[config.mk]
export PLATFORM = sky130hd
export DESIGN_NAME = motor_pwm_ctrl_flat
export DESIGN_NICKNAME = d
export VERILOG_FILES = /design/src/rtl/motor_pwm_if.sv /design/src/rtl/motor_pwm_ctrl.sv /design/src/flat_wrapper.sv
export SDC_FILE = /design/constraint.sdc
export NUM_CORES = 1
export LEC_CHECK = 0
export BUFFER_PORTS_ARGS = -buffer_cell sky130_fd_sc_hd__buf_2
export CAP_MARGIN = 20
export CORE_ASPECT_RATIO = 0.8
export CORE_UTILIZATION = 40
export CTS_CLUSTER_DIAMETER = 80
export DETAILED_ROUTE_END_ITERATION = 6
export SYNTH_ARGS = -nofsm -noshare
export SYNTH_HDL_FRONTEND = slang
export SYNTH_SLANG_ARGS = --single-unit
export TNS_END_PERCENT = 1
[constraint.sdc]
create_clock -name sclk -period 20.4 [get_ports sclk]
set_clock_uncertainty 0.05 [all_clocks]
set_input_delay 4.08 -clock sclk [delete_from_list [all_inputs] [get_ports sclk]]
set_output_delay 4.08 -clock sclk [all_outputs]
set_load 0.01 [all_outputs]
[src/rtl/motor_pwm_if.sv]
// Motor PWM controller bus: per-channel commands in, bridge drive and status out.
interface motor_pwm_if #(
    parameter int CH    = 2,
    parameter int CNT_W = 16
);
    logic [CH-1:0]       enable;
    logic [CH-1:0]       direct;
    logic [CH-1:0]       brake;
    logic                ld;
    logic [CH*CNT_W-1:0] duty_tgt;
    logic [2*CH-1:0]     MA;
    logic                period_tick;
    logic [CH-1:0]       ramp_done;

    modport master (
        output enable, direct, brake, ld, duty_tgt,
        input  MA, period_tick, ramp_done
    );

    modport slave (
        input  enable, direct, brake, ld, duty_tgt,
        output MA, period_tick, ramp_done
    );
endinterface

[src/rtl/motor_pwm_ctrl.sv]
// Multi-channel H-bridge PWM with soft-start ramp, safe reversal,
// brake and coast; duty changes apply only at period boundaries.
module motor_pwm_ctrl #(
    parameter int CH        = 2,
    parameter int CNT_W     = 16,
    parameter int PERIOD    = 10000,
    parameter int DEAD      = 50,
    parameter int RAMP_DIV  = 1000,
    parameter int RAMP_STEP = 10
) (
    input logic        sclk,
    input logic        s_rst_n,
    motor_pwm_if.slave bus
);
    localparam int PW = (RAMP_DIV > 1) ? $clog2(RAMP_DIV) : 1;
    localparam int DW = $clog2(DEAD + 1);
    localparam logic [CNT_W-1:0] LAST  = CNT_W'(PERIOD - 1);
    localparam logic [CNT_W-1:0] PMAX  = CNT_W'(PERIOD);
    localparam logic [CNT_W-1:0] STEP  = CNT_W'(RAMP_STEP);
    localparam logic [PW-1:0]    PLAST = PW'(RAMP_DIV - 1);
    localparam logic [DW-1:0]    DLOAD = DW'(DEAD);

    typedef enum logic [2:0] {
        COAST, RUN, REVERSE, DEAD_T, BRAKE
    } state_t;

    logic [CNT_W-1:0] r_cnt;
    logic [CNT_W-1:0] w_cnt_nxt;
    logic [PW-1:0]    r_pre;
    logic             r_tick;
    logic             w_wrap;
    logic             w_ramp;
    logic [2*CH-1:0]  w_ma_all;
    logic [CH-1:0]    w_done_all;

    assign w_wrap    = (r_cnt == LAST);
    assign w_ramp    = (r_pre == PLAST);
    assign w_cnt_nxt = w_wrap ? '0 : r_cnt + 1'b1;

    always_ff @(posedge sclk or negedge s_rst_n) begin
        if (!s_rst_n) begin
            r_cnt  <= '0;
            r_pre  <= '0;
            r_tick <= 1'b0;
        end else begin
            r_cnt  <= w_cnt_nxt;
            r_pre  <= w_ramp ? '0 : r_pre + 1'b1;
            r_tick <= (w_cnt_nxt == LAST);
        end
    end

    assign bus.period_tick = r_tick;
    assign bus.MA          = w_ma_all;
    assign bus.ramp_done   = w_done_all;

    for (genvar g = 0; g < CH; g++) begin : g_ch
        state_t           r_st, w_st;
        logic [CNT_W-1:0] r_tgt, w_tgt, w_req;
        logic [CNT_W-1:0] r_cur, w_cur;
        logic [CNT_W-1:0] r_act, w_act;
        logic [CNT_W-1:0] w_goal, w_diff, w_step;
        logic [DW-1:0]    r_dead, w_dead;
        logic             r_dir, w_dir;
        logic             r_done, w_done;
        logic [1:0]       r_ma, w_ma;
        logic             w_raw;

        assign w_req = bus.duty_tgt[g*CNT_W +: CNT_W];
        assign w_tgt = bus.ld ? ((w_req > PMAX) ? PMAX : w_req) : r_tgt;
        assign w_raw = (r_cnt < r_act);

        always_comb begin
            w_st   = r_st;
            w_cur  = r_cur;
            w_act  = r_act;
            w_dead = r_dead;
            w_dir  = r_dir;
            w_goal = (r_st == REVERSE) ? '0 : w_tgt;
            w_diff = (w_goal > r_cur) ? w_goal - r_cur : r_cur - w_goal;
            w_step = (w_diff > STEP) ? STEP : w_diff;
            if (w_ramp && (r_st == RUN || r_st == REVERSE))
                w_cur = (w_goal > r_cur) ? r_cur + w_step : r_cur - w_step;
            unique case (r_st)
                COAST: begin
                    w_st  = RUN;
                    w_dir = bus.direct[g];
                end
                RUN: if (bus.direct[g] != r_dir) w_st = REVERSE;
                REVERSE: if (r_cur == '0 && r_act == '0) begin
                    w_st   = DEAD_T;
                    w_dead = DLOAD;
                end
                DEAD_T: begin
                    w_dead = r_dead - 1'b1;
                    if (r_dead == DW'(1)) begin
                        w_st  = RUN;
                        w_dir = bus.direct[g];
                    end
                end
                BRAKE: if (!bus.brake[g]) w_st = COAST;
                default: w_st = COAST;
            endcase
            // Post-step cur is what the boundary captures
            if (w_wrap) w_act = w_cur;
            if (!bus.enable[g]) begin
                w_st  = COAST;
                w_cur = '0;
                w_act = '0;
            end else if (bus.brake[g] && r_st != BRAKE) begin
                w_st  = BRAKE;
                w_cur = '0;
                w_act = '0;
            end
            unique case (w_st)
                RUN, REVERSE: w_ma = r_dir ? {1'b0, w_raw} : {w_raw, 1'b0};
                BRAKE:        w_ma = 2'b11;
                default:      w_ma = 2'b00;
            endcase
            w_done = (w_st == RUN) && (w_cur == w_tgt);
        end

        always_ff @(posedge sclk or negedge s_rst_n) begin
            if (!s_rst_n) begin
                r_st   <= COAST;
                r_tgt  <= '0;
                r_cur  <= '0;
                r_act  <= '0;
                r_dead <= '0;
                r_dir  <= 1'b1;
                r_ma   <= 2'b00;
                r_done <= 1'b0;
            end else begin
                r_st   <= w_st;
                r_tgt  <= w_tgt;
                r_cur  <= w_cur;
                r_act  <= w_act;
                r_dead <= w_dead;
                r_dir  <= w_dir;
                r_ma   <= w_ma;
                r_done <= w_done;
            end
        end

        assign w_ma_all[2*g +: 2] = r_ma;
        assign w_done_all[g]      = r_done;
    end
endmodule
[src/flat_wrapper.sv]
// flat-port wrapper written by rule: the top's interface ports become plain ports
module motor_pwm_ctrl_flat 
#(
    parameter int CH        = 2,
    parameter int CNT_W     = 16,
    parameter int PERIOD    = 10000,
    parameter int DEAD      = 50,
    parameter int RAMP_DIV  = 1000,
    parameter int RAMP_STEP = 10
)
  (sclk, s_rst_n, bus_enable, bus_direct, bus_brake, bus_ld, bus_duty_tgt, bus_MA, bus_period_tick, bus_ramp_done);
  motor_pwm_if #(.CH(CH), .CNT_W(CNT_W)) bus_i ();
  input logic sclk;
  input logic s_rst_n;
  input wire logic [$bits(bus_i.enable)-1:0] bus_enable;
  input wire logic [$bits(bus_i.direct)-1:0] bus_direct;
  input wire logic [$bits(bus_i.brake)-1:0] bus_brake;
  input wire logic [$bits(bus_i.ld)-1:0] bus_ld;
  input wire logic [$bits(bus_i.duty_tgt)-1:0] bus_duty_tgt;
  output wire logic [$bits(bus_i.MA)-1:0] bus_MA;
  output wire logic [$bits(bus_i.period_tick)-1:0] bus_period_tick;
  output wire logic [$bits(bus_i.ramp_done)-1:0] bus_ramp_done;
  assign bus_i.enable = bus_enable;
  assign bus_i.direct = bus_direct;
  assign bus_i.brake = bus_brake;
  assign bus_i.ld = bus_ld;
  assign bus_i.duty_tgt = bus_duty_tgt;
  assign bus_MA = bus_i.MA;
  assign bus_period_tick = bus_i.period_tick;
  assign bus_ramp_done = bus_i.ramp_done;
  motor_pwm_ctrl #(.CH(CH), .CNT_W(CNT_W), .PERIOD(PERIOD), .DEAD(DEAD), .RAMP_DIV(RAMP_DIV), .RAMP_STEP(RAMP_STEP)) u_core (.sclk(sclk), .s_rst_n(s_rst_n), .bus(bus_i));
endmodule
==> flow_summary.json, run 1 <==
{
  "status": "completed",
  "synthArstFlopShare_pct": 100,
  "start_util_pct": 40.7,
  "period_share_pct": 70.1,
  "ys_types": 93,
  "min_period_ns": 14.29,
  "worstPathRequired_ns": 20.69,
  "cts_buffer_depth": 2,
  "die_area_um2": 34000,
  "drt_wl_total_um": 41000,
  "cp_slowest_cell": "a21oi_4",
  "initialDrtViolationCount": 1215,
  "seq_area_frac_synth_pct": 28.1,
  "ys.flop_type": "dfrtp_1",
  "synthTopCellsByArea": "dfrtp_1 28%, ha_1 13%, nand2_1 5.1%",
  "ant_nets": 0,
  "grt_start_max_net_pins": 98,
  "layout_commonest_cell": "nand2_1",
  "post_cts_resized": 0,
  "synth.net_count": 1821,
  "tightest_slew_ns": 0.943,
  "grt.total_usage_pct": 24.8,
  "power.density_nw_per_um2": 54.5,
  "p_leak_nw": 6.72,
  "drive_gt1_share_pct": 7.40,
  "maxSlewViolCount": 0,
  "slew_headroom_pct": 37.1,
  "slowest_delay_ns": 0.62,
  "setup_viol_count_final": 0,
  "firstDrtPassIters": 7,
  "syn_avg_cell_area_um2": 8.10,
  "critPathCaptureType": "register",
  "cts_tree": "built",
  "io_pins": 48,
  "irDropWorstVdd_v": 0.0000550,
  "ys_warn_count": 0,
  "wire_per_inst_um": 19.6,
  "grt_pass1_vias": 11335,
  "final_net_count": 1830,
  "vias": 12251,
  "r2r_cells": 31,
  "grt_first_pass_wirelength_um": 65200,
  "postCtsHoldBufs": 0,
  "cts_buffers": 17,
  "grt-ovfl-total": 0,
  "clockRootBuffer": "clkbuf_16",
  "tns_ns": 0,
  "crit_type": "in -> reg",
  "critical_path_arrival_ns": 14.59,
  "synthesis.instances": 1641,
  "post_cts_buffers": 0,
  "n_fill_cell": 3285,
  "mostFrequentLayoutCells": "180 x nand2_1, 151 x inv_1, 147 x dfrtp_1",
  "fmax_mhz": 70.0,
  "placed_cells": 2058,
  "netlist_area_um2": 13300,
  "clkSinkCount": 149,
  "port_buffers": 47,
  "holdPathStages": 1,
  "area_growth_pct": 8.14,
  "gp_congestion": 0.939,
  "hold_class": "reg -> reg",
  "num_rows": 59,
  "vias_per_cell": 5.86,
  "clk_latency_ns": 0.45,
  "yosysTopAreaCell": "dfrtp_1",
  "drc": 0,
  "die_y_um": 165,
  "drv_cap": 0,
  "cp-start-kind": "input port",
  "synth-edff-count": 0,
  "cts.clk_slew.worst_paths_ns": 0.07,
  "grt_setup_unrepaired": "no",
  "antenna_found_initial": 1,
  "ys_seq_elements": 149,
  "die_x_um": 206,
  "yosys.area.top_type_share_pct": 27.7,
  "instances_no_fill": 2090,
  "crit_fanout": 22,
  "hold_violations": 0,
  "h-tree-depth": 4,
  "core_area_um2": 32600,
  "dp_hpwl_um": 31700
}
==> kinds of logic (layout without fill, tap and decap cells) <==
logic type      Yosys count  in the layout  share of synthesized area (%)
compound gates          437            437                           22.2
buf+inv                 219            240                           6.77
xor+xnor                 90             90                           5.99
simple gates            587            587                           22.0
flops                   149            149                           28.1
fa+ha+maj               139            139                           13.4
other cells               0              1                              0
mux                      20             20                           1.52
==> critical path, delay by kind of cell <==
family          cells  cell delay, ns
mux                 1            0.29
compound gates     15            4.90
simple gates       11            3.37
xor+xnor            3            0.47
buf+inv             1            0.11
fa+ha+maj           4            1.34
==> report_power, final <==
part | leakage [nW] | switching (mW) | total [mW] | internal (mW)
logic | 4.48 | 0.0966 | 0.155 | 0.0587
registers | 1.97 | 0.0114 | 0.320 | 0.309
clock network | 0.273 | 0.133 | 0.308 | 0.175
total | 6.72 | 0.241 | 0.784 | 0.543
==> flip-flops by register name, summed over array words and instances, names as in the netlist <==
register,count
u_core.g_ch.r_dead,12
u_core.g_ch.r_ma,4
u_core.g_ch.r_act,32
u_core.g_ch.r_tgt,32
u_core.g_ch.r_done,2
u_core.r_pre,10
u_core.g_ch.r_st,6
u_core.g_ch.r_dir,2
u_core.bus.period_tick,1
u_core.r_cnt,16
u_core.g_ch.r_cur,32
==> worst paths after layout <==
check | from | endpoint | slack (ns)
min in group asynchronous | s_rst_n | u_core.g_ch[1].r_ma[1] | 3.71
setup reg to reg | u_core.g_ch[1].r_st[1] | u_core.g_ch[1].r_done | 10.30
setup / recovery | bus_duty_tgt[16] | u_core.g_ch[1].r_done | 6.11
max in group asynchronous | s_rst_n | u_core.g_ch[0].r_tgt[4] | 15.31
hold reg to reg | u_core.g_ch[0].r_dead[5] | u_core.g_ch[0].r_dead[5] | 0.42
hold / removal | u_core.g_ch[0].r_dead[5] | u_core.g_ch[0].r_dead[5] | 0.42
==> layer usage <==
layer / global-route usage, % / wire [µm] / vias up
li1: - / - / 5891
met1: 40.3 / 21300 / 5946
met2: 33.9 / 16300 / 395
met3: 3.98 / 3130 / 17
met4: 3.71 / 244 / 2
met5: 0 / 13 / -
==> area by class of cell <==
cell class | count | area [µm²] | share of cell area (%)
diodes | 1 | 2.50 | 0.0174
clock buffers | 22 | 464 | 3.23
clock inverters | 9 | 93.8 | 0.653
inverters | 152 | 571 | 3.97
multi-input cells | 1273 | 8660 | 60.3
flip-flops and latches | 149 | 3730 | 26.0
well taps | 427 | 534 | 3.72
repair buffers | 57 | 317 | 2.20
==> Yosys cell counts (10+ instances only) <==
cell type  instances
a31oi_1           11
nand2_1          180
and3_1            18
a21oi_1          103
o21a_1            18
ha_1             133
xor2_1            37
o21ai_0           83
o211ai_1          10
clkbuf_1          40
nand2b_1          14
o31ai_1           26
inv_1            151
buf_2             10
or3_1             19
nor4_1            25
a21o_1            43
a22o_1            10
nand3_1           57
a211oi_1          27
dfrtp_1          147
nor3_1            49
nand4_1           21
xnor2_1           52
mux2i_1           18
nor2b_1           21
and2_1            15
nor2_1           114
==> stage by stage <==
| stage | worst slack, ns | hold slack, ns | util [%] | power (mW) | cell area (µm²) |
|---|---|---|---|---|---|
| after global placement | 5.97 | 0.407 | 42.3 | 0.477 | 13800 |
| after floorplan | 8.39 | 0.385 | - | 0.433 | 13300 |
| after detailed placement | 5.91 | 0.417 | 42.3 | 0.478 | 13800 |
| after CTS | 6.33 | 0.424 | 44.1 | 0.789 | 14400 |
| after global routing | 5.41 | 0.441 | 44.1 | 0.822 | 14400 |
| final | 6.11 | 0.420 | 44.1 | 0.784 | 14400 |
Note: power is estimated with default switching activity, not from simulation.
==> run 2: changes to the inputs <==
clock period = 11.59 ns   (was 20.4 ns; I/O delays follow)
==> run 2 against run 1 <==
Compared with the run above:
- via count shrank 0.40%
- die area is the same
- worst hold slack is essentially flat
- sequential share of layout area shrank 0.35 points
- clock power grew 78%
- power grew 77%
- first-iteration DRC count shrank 6.9%
- design area grew 1.4%
- global-route usage shrank 0.26 points
- combinational power grew 77%
- clock-buffer cell count shrank 5
- sequential power grew 76%
- critical endpoint is now u_core.g_ch[0].r_done
- largest cell class unchanged
- largest power group unchanged
==> flow_summary.json, run 2 (synthesized netlist as in run 1, its figures left out) <==
{
  "status": "completed",
  "cts_tree": "built",
  "p_seq_share_pct": 40.7,
  "slew_headroom_pct": 34.5,
  "cts_buffer_depth": 2,
  "grt_setup_unrepaired": "no",
  "cp_slowest_cell": "a21oi_1",
  "cp-start-kind": "input port",
  "critPathCaptureType": "register",
  "port_buffers": 47,
  "grt.total_usage_pct": 24.5,
  "layout_commonest_cell": "nand2_1",
  "clockRootBuffer": "clkbuf_16",
  "grt_first_pass_wirelength_um": 64600,
  "r2r_setup_slack_ns": 2.75,
  "num_rows": 59,
  "top_regs": "u_core.g_ch.r_act (32), u_core.g_ch.r_cur (32), u_core.g_ch.r_tgt (32)",
  "post_cts_buffers": 0,
  "gp_congestion": 0.936,
  "antenna_found_initial": 0,
  "drive_gt1_share_pct": 8.96,
  "p_int_uw": 950,
  "power_frac_clock_pct": 39.6,
  "p_switching_uw": 437,
  "hold_class": "reg -> reg",
  "drc": 0,
  "tightest_slew_ns": 0.983,
  "h-tree-depth": 4,
  "area_growth_pct": 9.61,
  "grt_pass1_vias": 11439,
  "irDropWorstVdd_v": 0.0000956,
  "start_util_pct": 40.7,
  "mostFrequentLayoutCells": "180 x nand2_1, 151 x inv_1, 147 x dfrtp_1",
  "worstPathRequired_ns": 11.88,
  "slowest_delay_ns": 0.77,
  "clkSinkCount": 149,
  "dp_hpwl_um": 31700,
  "power.density_nw_per_um2": 95.2,
  "min_period_ns": 10.94,
  "drv_cap": 0,
  "p_leak_nw": 6.83,
  "fmax_mhz": 91.4,
  "firstDrtPassIters": 5,
  "io_pins": 48,
  "wire_per_inst_um": 19.3,
  "die_x_um": 206,
  "cts_buffers": 17,
  "initialDrtViolationCount": 1131,
  "cts.clk_slew.worst_paths_ns": 0.07,
  "vias": 12202,
  "core_area_um2": 32600,
  "grt-ovfl-total": 0,
  "critical_path_arrival_ns": 11.24,
  "period_share_pct": 94.4,
  "ant_nets": 0,
  "drt_wl_total_um": 40700,
  "crit_fanout": 7,
  "maxSlewViolCount": 0,
  "p_total_mw": 1.39,
  "clk_latency_ns": 0.43,
  "switching_share_pct": 31.5,
  "hold_violations": 0,
  "grt_start_max_net_pins": 78,
  "vias_per_cell": 5.77,
  "setup_viol_count_final": 0,
  "die_area_um2": 34000,
  "final_net_count": 1853,
  "comb_power_share_pct": 19.8,
  "crit_type": "in -> reg",
  "die_y_um": 165,
  "tns_ns": 0
}
-- run 2: changes by cell type in the layout (fill, tap and decap cells not counted), sizes merged --
cell,before,now
inv,155,158
clkbuf,22,17
buf,57,79
clkinvlp,1,3
a21oi,106,107
-- run 2: worst paths after layout --
path | endpoint | start | depth (start not counted)
worst max-delay path | u_core.g_ch[0].r_done | bus_duty_tgt[0] | 35
worst min-delay path | u_core.g_ch[1].r_dead[5] | u_core.g_ch[1].r_dead[5] | 1
worst max register to register | u_core.g_ch[1].r_done | u_core.g_ch[1].r_st[1] | 31
worst min register to register | u_core.g_ch[1].r_dead[5] | u_core.g_ch[1].r_dead[5] | 1
max in group asynchronous | u_core.g_ch[0].r_tgt[10] | s_rst_n | 2
min in group asynchronous | u_core.g_ch[1].r_ma[0] | s_rst_n | 1
-- run 2: what timing repair did --
| action | 4_1_cts | 5_1_grt |
|---|---|---|
| hold buffers | 0 | 0 |
| gates resized for setup | 0 | 3 |
| endpoints found under the setup margin | 0 | 1 |
-- run 2: per-stage QoR --
stage	instance area, µm²	cells	hold WS, ns	utilization (%)	setup WS [ns]
after floorplan	13300	1641	0.385	-	1.34
after global placement	14000	2080	0.411	42.9	0.509
after detailed placement	14000	2080	0.414	42.9	0.380
after CTS	14500	2111	0.424	44.6	0.818
after global routing	14600	2112	0.441	44.7	0.0357
final	14600	2113	0.420	44.7	0.645
-- run 2: layer usage --
layer  global-route usage [%]  vias to the layer above  part of all wire [%]
met2                     34.1                      395                    40
li1                         -                     5929                     -
met5                        0                        -                     0
met1                     39.4                     5853                    52
met4                     3.84                        0                  0.76
met3                     3.75                       25                   7.5
-- run 2: layout make-up --
type                    instances  area, µm²
clock inverters                14        141
flip-flops and latches        149       3730
multi-input cells            1274       8690
fillers                      3259      18100
inverters                     152        571
repair buffers                 79        482
well taps                     427        534
clock buffers                  17        425
diodes                          1       2.50
-- run 2: power groups by stage --
stage,Combinational (mW),Sequential (mW),Clock (mW)
4_1_cts,0.270,0.563,0.559
3_3_place_gp,0.269,0.573,0
5_1_grt,0.304,0.567,0.580
3_5_place_dp,0.269,0.573,0
6_report,0.274,0.564,0.549
2_1_floorplan,0.195,0.568,0
-- run 2: critical path, delay by kind of cell --
| family | cells | cell delay, ns |
|---|---|---|
| simple gates | 10 | 2.74 |
| compound gates | 16 | 4.11 |
| buf+inv | 3 | 0.38 |
| mux | 1 | 0.31 |
| xor+xnor | 1 | 0.16 |
| fa+ha+maj | 4 | 1.20 |
==> run 3: changes to the inputs <==
CORE_ASPECT_RATIO = not set   (was 0.8)
clock period = 12.6 ns   (was 11.59 ns; I/O delays follow)
==> run 3 against run 2 <==
Compared with the run above:
- worst hold slack got worse by 0.0023 ns
- clock-buffer cell count grew 4
- critical path depth shrank 1
- utilization shrank 0.45 points
- sequential cell count unchanged
- largest cell class unchanged
- largest power group unchanged
==> flow_summary.json, run 3 (synthesized netlist as in run 1, its figures left out) <==
{
  "status": "completed",
  "cts.clk_slew.worst_paths_ns": 0.07,
  "cts_tree": "built",
  "firstDrtPassIters": 6,
  "clk_latency_ns": 0.43,
  "crit_type": "in -> reg",
  "use_met3_pct": 3.50,
  "diodes": 0,
  "gp_congestion": 0.916,
  "r2r_setup_slack_ns": 3.11,
  "grt_first_pass_wirelength_um": 61600,
  "p_int_uw": 867,
  "critical_path_arrival_ns": 12.18,
  "h-tree-depth": 4,
  "final_net_count": 1832,
  "drt_wl_total_um": 38900,
  "r2r_cells": 30,
  "p_total_mw": 1.26,
  "instances_no_fill": 2107,
  "grt_pass1_vias": 11285,
  "antenna_found_initial": 0,
  "crit_fanout": 15,
  "postCtsHoldBufs": 0,
  "pre_cts_slack_ns": 0.218,
  "fin_ws_ns": 0.702,
  "hold_ws_ns": 0.418,
  "fmax_mhz": 84.0,
  "hold_class": "reg -> reg",
  "io_pins": 48,
  "grtUsageMet1_pct": 34.3,
  "cpMostUsedCell": "o21ai_0",
  "cts_buffer_depth": 2,
  "grt.total_usage_pct": 23.2,
  "initialDrtViolationCount": 1042,
  "hold_violations": 0,
  "holdPathStages": 1,
  "drive_gt1_share_pct": 7.75,
  "tns_ns": 0,
  "area_growth_pct": 8.47,
  "post_cts_resized": 0,
  "power_frac_clock_pct": 38.9,
  "power.density_nw_per_um2": 87.1,
  "ant_nets": 0,
  "p_seq_share_pct": 41.3,
  "vias": 12155,
  "start_util_pct": 40.8,
  "cp_slowest_cell": "o41ai_1",
  "vias_per_cell": 5.77,
  "min_period_ns": 11.90,
  "drv_cap": 0,
  "die_area_um2": 34000,
  "final_util_pct": 44.2,
  "r2r-start": "u_core.g_ch[1].r_st[1]",
  "grt-ovfl-total": 0,
  "setup_viol_count_final": 0,
  "critPathCaptureType": "register",
  "comb_power_share_pct": 19.8,
  "grt_setup_unrepaired": "no",
  "post_cts_buffers": 0,
  "top_regs": "u_core.g_ch.r_act (32), u_core.g_ch.r_cur (32), u_core.g_ch.r_tgt (32)",
  "maxSlewViolCount": 0,
  "design_area_um2": 14400,
  "cp-start-kind": "input port",
  "hp-start": "u_core.g_ch[1].r_dead[5]",
  "rr_endpoint": "u_core.g_ch[1].r_done",
  "cts_buffers": 17,
  "num_rows": 66,
  "placed_cell_area_um2": 13800,
  "switching_share_pct": 31.0,
  "irDropWorstVdd_v": 0.0000824,
  "mostFrequentLayoutCells": "180 x nand2_1, 151 x inv_1, 147 x dfrtp_1",
  "dp_hpwl_um": 30100,
  "period_share_pct": 94.4,
  "clockRootBuffer": "clkbuf_16",
  "die_x_um": 184,
  "clkSinkCount": 149,
  "slew_headroom_pct": 37.0,
  "p_leak_nw": 6.73,
  "top_usage_layer": "met2",
  "slowest_delay_ns": 0.69,
  "min_to": "u_core.g_ch[1].r_dead[5]",
  "wire_per_inst_um": 18.5,
  "worstPathRequired_ns": 12.89,
  "core_area_um2": 32600,
  "layout_commonest_cell": "nand2_1",
  "port_buffers": 47,
  "tightest_slew_ns": 0.945,
  "met2_usage_pct": 34.6,
  "placed_cells": 2074,
  "p_switching_uw": 390,
  "grt_start_max_net_pins": 79,
  "die_y_um": 184,
  "drc": 0
}
run 3: critical path, delay by kind of cell:
family	cells	cell delay, ns
buf+inv	2	0.20
mux	1	0.26
compound gates	16	5.07
simple gates	10	2.73
xor+xnor	2	0.30
fa+ha+maj	3	1.07
run 3: how the worst max path moves through the flow:
stage / slack (ns) / cells past startpoint / endpoint / start
floorplan: 2.15 / 34 / u_core.g_ch[1].r_done / bus_duty_tgt[16]
global placement: 0.58 / 34 / u_core.g_ch[1].r_done / bus_duty_tgt[16]
detailed placement: 0.22 / 34 / u_core.g_ch[1].r_done / bus_duty_tgt[16]
CTS: 0.63 / 34 / u_core.g_ch[1].r_done / bus_duty_tgt[16]
global route: 0.13 / 35 / u_core.g_ch[1].r_done / bus_duty_tgt[16]
finish: 0.70 / 34 / u_core.g_ch[1].r_done / bus_duty_tgt[16]
run 3: layout make-up:
type	count	area, µm²
timing repair buffer	58	324
fill	3301	18200
multi-input combinational	1274	8680
tap	442	553
sequential	149	3730
clock buffer	21	470
clock inverter	11	91.3
inverter	152	571
run 3: power by group through the flow:
| stage | Clock (mW) | Combinational [mW] | Sequential, mW |
|---|---|---|---|
| finish | 0.489 | 0.249 | 0.518 |
| floorplan | 0 | 0.179 | 0.522 |
| detailed placement | 0 | 0.245 | 0.527 |
| global route | 0.521 | 0.276 | 0.521 |
| CTS | 0.500 | 0.246 | 0.518 |
| global placement | 0 | 0.242 | 0.527 |
run 3: routing by layer:
layer	routed length [µm]	vias up	share of wire, %
met5	0	-	0
met4	765	0	2.0
met3	2330	50	6.0
met2	16600	342	43
met1	19200	5857	49
li1	-	5906	-
